File: config.mk
export PLATFORM = sky130hd
export DESIGN_NAME = p4_mem_access
export DESIGN_NICKNAME = d
export VERILOG_FILES = /design/src/rtl/p4_mem_access.sv
export SDC_FILE = /design/constraint.sdc
export NUM_CORES = 1
export LEC_CHECK = 0
export CAP_MARGIN = 20
export CORE_UTILIZATION = 39
export DETAILED_ROUTE_END_ITERATION = 8
export PLACE_DENSITY = 0.87
export SLEW_MARGIN = 10
export SYNTH_ARGS = -nofsm -noshare
export SYNTH_HDL_FRONTEND = slang
export SYNTH_SLANG_ARGS = --single-unit
File: constraint.sdc
create_clock -name clock -period 1.9 [get_ports clock]
set_clock_uncertainty 0.05 [all_clocks]
set_input_delay 0.38 -clock clock [delete_from_list [all_inputs] [get_ports clock]]
set_output_delay 0.38 -clock clock [all_outputs]
set_load 0.02 [all_outputs]
File: src/rtl/p4_mem_access.sv
// p4_mem_access: memory-access stage with load/store FSM; DMEM_TIMEOUT_EN enables ack timeout abort with sticky dmem_err
module p4_mem_access #(
  parameter int TIMEOUT_CYCLES = 255
) (
  input  logic        clock,
  input  logic        reset,
  input  logic        valid_in,
  input  logic [1:0]  memwrite,
  input  logic [15:0] address,
  input  logic [15:0] storedata,
  input  logic        writereg,
  input  logic [2:0]  regaddress,
  input  logic [15:0] aluresult,
  output logic        stall,
  output logic        dmem_req,
  output logic        dmem_we,
  output logic [15:0] dmem_addr,
  output logic [15:0] dmem_wdata,
  input  logic [15:0] dmem_rdata,
  input  logic        dmem_ack,
  output logic        wb_valid,
  output logic        writeflag,
  output logic [2:0]  writetarget,
  output logic        readoutSelect,
  output logic [15:0] readoutwriteval,
  output logic [15:0] aluwriteval,
  output logic        dmem_err
);
  typedef enum logic {IDLE, ACCESS} state_t;
  state_t state, state_nx;
  logic accept_alu, accept_mem, done, timeout, lat_wr;
  logic [2:0] lat_ra;
  assign stall = state == ACCESS;
  always_comb begin
    accept_alu = state == IDLE && valid_in && (memwrite == 2'b00 || memwrite == 2'b11);
    accept_mem = state == IDLE && valid_in && (memwrite == 2'b01 || memwrite == 2'b10);
    done = state == ACCESS && dmem_ack;
    state_nx = accept_mem ? ACCESS : (done || timeout) ? IDLE : state;
  end
  always_ff @(posedge clock) state <= reset ? IDLE : state_nx;
`ifdef DMEM_TIMEOUT_EN
  localparam int CW = $clog2(TIMEOUT_CYCLES + 1) > 8 ? $clog2(TIMEOUT_CYCLES + 1) : 8;
  logic [CW-1:0] cnt;
  assign timeout = state == ACCESS && !dmem_ack && cnt == CW'(TIMEOUT_CYCLES - 1);
  always_ff @(posedge clock) begin
    cnt <= (reset || state != ACCESS) ? '0 : cnt + 1'b1;
    dmem_err <= reset ? 1'b0 : dmem_err | timeout;
  end
`else
  assign timeout = 1'b0;
  assign dmem_err = TIMEOUT_CYCLES < 0;
`endif
  always_ff @(posedge clock) begin
    if (reset) begin
      dmem_req <= 1'b0;
      dmem_we <= 1'b0;
      dmem_addr <= '0;
      dmem_wdata <= '0;
      wb_valid <= 1'b0;
      writeflag <= 1'b0;
      writetarget <= '0;
      readoutSelect <= 1'b0;
      readoutwriteval <= '0;
      aluwriteval <= '0;
      lat_wr <= 1'b0;
      lat_ra <= '0;
    end else begin
      wb_valid <= accept_alu || done || timeout;
      writeflag <= accept_alu ? writereg : done && lat_wr && !dmem_we;
      if (accept_alu) begin
        writetarget <= regaddress;
        readoutSelect <= 1'b0;
        aluwriteval <= aluresult;
      end
      if (accept_mem) begin
        dmem_req <= 1'b1;
        dmem_we <= memwrite == 2'b10;
        dmem_addr <= address;
        dmem_wdata <= memwrite == 2'b10 ? storedata : '0;
        lat_wr <= writereg;
        lat_ra <= regaddress;
      end
      if (done || timeout) dmem_req <= 1'b0;
      // stores leave the register-side writeback fields untouched
      if (done && !dmem_we) begin
        writetarget <= lat_ra;
        readoutSelect <= 1'b1;
        readoutwriteval <= dmem_rdata;
      end
    end
  end
endmodule

# After elaboration in Yosys (flattened, before gate mapping)
# Index checks and enable logic that the tools add are counted.
# word_totals
word_cells	40
inputBits	74
output_inout_bits	74
reg_bits	77
# classes
mux	8
n_eq_ne	3
n_reduce_logical	15
bitwise	1
# op_table
op	n
$mux 16	1
$logic_and 1x1->1	7
$mux 3	2
$mux 1	5
$eq 2x2->1 const B	2
$reduce_bool 2->1	2
$logic_or 1x1->1	3
$eq 2x1->1 const B	1
$logic_not 2->1	1
$reduce_or 2->1	1
$logic_not 1->1	1
$not 1->1	1

# Depth between registers and ports, before layout
# logic_depth
ltp_word	5
ltp_mapped	7

# Worst setup path after synthesis
# Ideal clock, no wire load.
# synth_path
path_type	input -> register
startpoint	in memwrite[0]
endpoint	reg dmem_wdata[6]
required_time_ns	1.707
arrival_time_ns	1.497
path_slack_ns	0.210
cell_stages	7
setup_time_ns	0.143
n_path_buf	2
path_cell_list	inv_1 -> ha_1 -> or3b_4 -> buf_6 -> buf_6 -> nand2_2 -> a21oi_1
# synth_between
elab_chain_len	3
elab_cells_between_ends	5
classes_between	eq/ne: 2; mux: 1; reduce/logical: 2
# synth_lines
element	line_no	text
start, declared	8	input logic [1:0] memwrite,
$eq 2x1->1 / $eq 2x2->1 (equally long branches)	36, 79	
$logic_or 1x1->1	36	accept_mem = state == IDLE && valid_in && (memwrite == 2'b01 || memwrite == 2'b10);
$logic_and 1x1->1	36	
end signal, assigned	79	dmem_wdata <= memwrite == 2'b10 ? storedata : '0;
end, declared	18	output logic [15:0] dmem_wdata,
# Several ways; a longest one is shown, not always the timed one.
# A chain may end at the register's enable or synchronous reset.

# Final worst setup path
# layout_path
startpoint	in memwrite[0]
endpoint	reg dmem_addr[1]
# layout_between
elab_chain_len	3
elab_cells_between_ends	4
classes_between	eq/ne: 2; reduce/logical: 2
# layout_lines
element	line_no	text
$eq 2x1->1 / $eq 2x2->1 (equally long branches)	36	
$logic_or 1x1->1 *	36	
$logic_and 1x1->1 *	36	
end signal, assigned	78	dmem_addr <= address;
end, declared	17	output logic [15:0] dmem_addr,
# Mark *: on every way between the ends. The rest lies on a longest branch, timed or not.

==> results_dict.tcl <==
set metrics [dict create \
    area_delta_synth_final_pct 63.5 \
    peakVddDrop_uv 406 \
    grt_pass1_wl_um 12100 \
    worst-setup-path-type "input port to flip-flop" \
    p_int_mw 2.71 \
    p_switching_mw 0.875 \
    ys_seq_area_share_pct 54.6 \
    critical_path.n_buffers_inverters 3 \
    drt-initial-drc-count 71 \
    htreeDepth 3 \
    p_leak_nw 1.63 \
    synth_top_area_cell "dfxtp_1" \
    root_buffer "clkbuf_8" \
    final_nets 563 \
    grt_pass1_vias 2793 \
    ys_types 23 \
    rows 30 \
    maxSlewViolCount 0 \
    fin_crit_sh_pct 95.6 \
    status "completed" \
    clock.fmax_ghz 0.551 \
    synth_area_leaders "dfxtp_1, nand2_1, a21oi_1" \
    globalRoute.totalOverflow 0 \
    wirelength_um 7590 \
    cpMaxStageDelayCell "clkdlybuf4s50_1" \
    vias 2777 \
    fin_area_sq_mm 0.00462 \
    fin_crit_ns 1.82 \
    power_frac_clock_pct 33.4 \
    syn_nets 418 \
    die_h_um 87.1 \
    crit_path_cell_trace "clkdlybuf4s50_1, inv_1, ha_1, or3b_4, buf_12, nand2_1, a21oi_1" \
    clockBufferDepth 2 \
    io_pins 148 \
    netlist_area_sq_mm 0.00283 \
    grt_antenna_before_repair 0 \
    drive_above_1_share_pct 9.76 \
    dr.pass1.iters 4 \
    ant_nets 0 \
    postSynthCellCount 343 \
    utilization_pct 66.9 \
    ys_warn_count 0 \
    clk_pin_slew_ns 0.07 \
    cts.sinks 77 \
    cpPeakStageDelay_ns 0.45 \
    dp_hpwl_um 5550 \
    portBuffers 146 \
    cp.arrival_ns 1.96 \
    cts_resized 0 \
    max_cap_viol_count 0 \
    syn_area_per_cell_sq_um 8.24 \
    p_sw_share_pct 24.4 \
    combPwrFrac_pct 18.5 \
    synth_seq_cells 77 \
    hold_path_startpoint "aluwriteval[4]" \
    yosysTopAreaCellShare_pct 54.6 \
    grt_max_degree 49 \
    viasPerCell 4.72 \
    worst_slew_pin_slew_ns 0.622 \
    r2r-start "stall" \
    finalSetupViolCount 0 \
    hold_path.class "flip-flop to flip-flop" \
    place.gp.congestion 0.706 \
    required_ns 2.05 \
    holdBufCountCts 0 \
    dieArea_sq_mm 0.00759 \
    cellPowerDensity_mw_per_mm2 776 \
    max-slew-margin-rel_pct 58.5 \
    wire_per_inst_um 12.9 \
    cp_max_fo 21 \
    cpLargestDelayFamily "buffers and inverters" \
    cts_buffers 9 \
    postCtsSetupRepairBufs 0 \
    rsz0062_at_grt "false" \
    num_antenna_cells 0 \
    critPathLaunch "memwrite[0]" \
    final_cell_mix "clkdlybuf4s50_1, nand2_1, dfxtp_1, a21oi_1, nand3_1" \
    tritoncts "built" \
    die_w_um 87.1 \
    dpl-instance-area_sq_mm 0.00443 \
    startpoint_type "input port" \
    clock_latency_ns 0.33 \
    start_util_pct 40.9 \
    hold_violations 0 \
    critPathCaptureType "flip-flop" \
    final_common_cell "clkdlybuf4s50_1" \
    track_usage_pct 20.2 \
    seqPwrFrac_pct 48.1 \
    core_sq_mm 0.00691 \
    drcViolationCount 0 \
]
cell usage after synthesis:
cell type and n:
nand2_1 117, dfxtp_1 77, a21oi_1 67, nand3_1 16, clkbuf_1 15, nand2_2 9, a21oi_2 7, nor2_1 6
buf_2 5, a211oi_1 4, buf_6 4, buf_4 3, and3b_1 2, nand3b_1 2, a21oi_4 1, a22oi_1 1
buf_1 1, conb_1 1, ha_1 1, inv_1 1, nand2b_1 1, nor3b_2 1, or3b_4 1
through the flow:
| stage | std cells | hold WS (ns) | setup TNS [ns] | total power [mW] | worst slack [ns] |
|---|---|---|---|---|---|
| after floorplan | 343 | 0.386 | 0 | 2.06 | 0.210 |
| after global placement | 573 | 0.391 | -10.16 | 2.41 | -0.238 |
| after detailed placement | 573 | 0.398 | -10.73 | 2.43 | -0.259 |
| after CTS | 588 | 0.408 | 0 | 3.63 | 0.0948 |
| after global routing | 588 | 0.422 | 0 | 3.75 | 0.00321 |
| final | 588 | 0.405 | 0 | 3.59 | 0.0841 |
state kept, by name (all words and copies together) (netlist names):
register         cells
aluwriteval         16
writetarget          3
dmem_wdata          16
dmem_req             1
stall                1
wb_valid             1
lat_wr               1
readoutSelect        1
dmem_we              1
lat_ra               3
writeflag            1
readoutwriteval     16
dmem_addr           16
power groups by stage:
stage,registers (mW),logic (mW),clock network (mW)
detailed placement,1.76,0.666,0
global route,1.73,0.716,1.30
finish,1.72,0.663,1.20
floorplan,1.84,0.214,0
global placement,1.76,0.654,0
CTS,1.72,0.668,1.24
per-layer routing:
metal  wire [um]  up-vias  share of wire (%)  track usage (%)
met5           0        -                  0                0
met4         106        0                1.4             7.60
met3         513       12                6.8             4.74
met2        3820       93                 50             36.9
met1        3150     1271                 41             22.9
li1            -     1401                  -                -
kinds of logic after synthesis:
kind of cell,Yosys count,synth area share (%)
buf+inv,29,5.54
other cells,1,0.133
compound gates,80,15.9
simple gates,155,23.4
fa+ha+maj,1,0.443
flops,77,54.6
worst paths after layout:
check,to,slack [ns],cells after the start
worst max-delay path,dmem_addr[1],0.08,7
worst min-delay path,aluwriteval[4],0.41,2
worst max register to register,dmem_addr[1],0.51,5
worst min register to register,aluwriteval[4],0.41,2
final cells by class:
cell class | instances | area [sq um]
tap | 96 | 120
sequential | 77 | 1540
multi-input combinational | 237 | 1130
clock buffer | 14 | 163
timing repair buffer | 162 | 1630
fill | 579 | 2290
clock inverter | 1 | 30.0
inverter | 1 | 3.75
worst reg2reg max path, cell delays in order, from the launching register on:
cell and delay [ns]:
dfxtp_1 0.31, buf_4 0.16, or3b_4 0.43, buf_12 0.18
nand2_1 0.08, a21oi_1 0.06
Note: power is estimated with default switching activity, not from simulation.
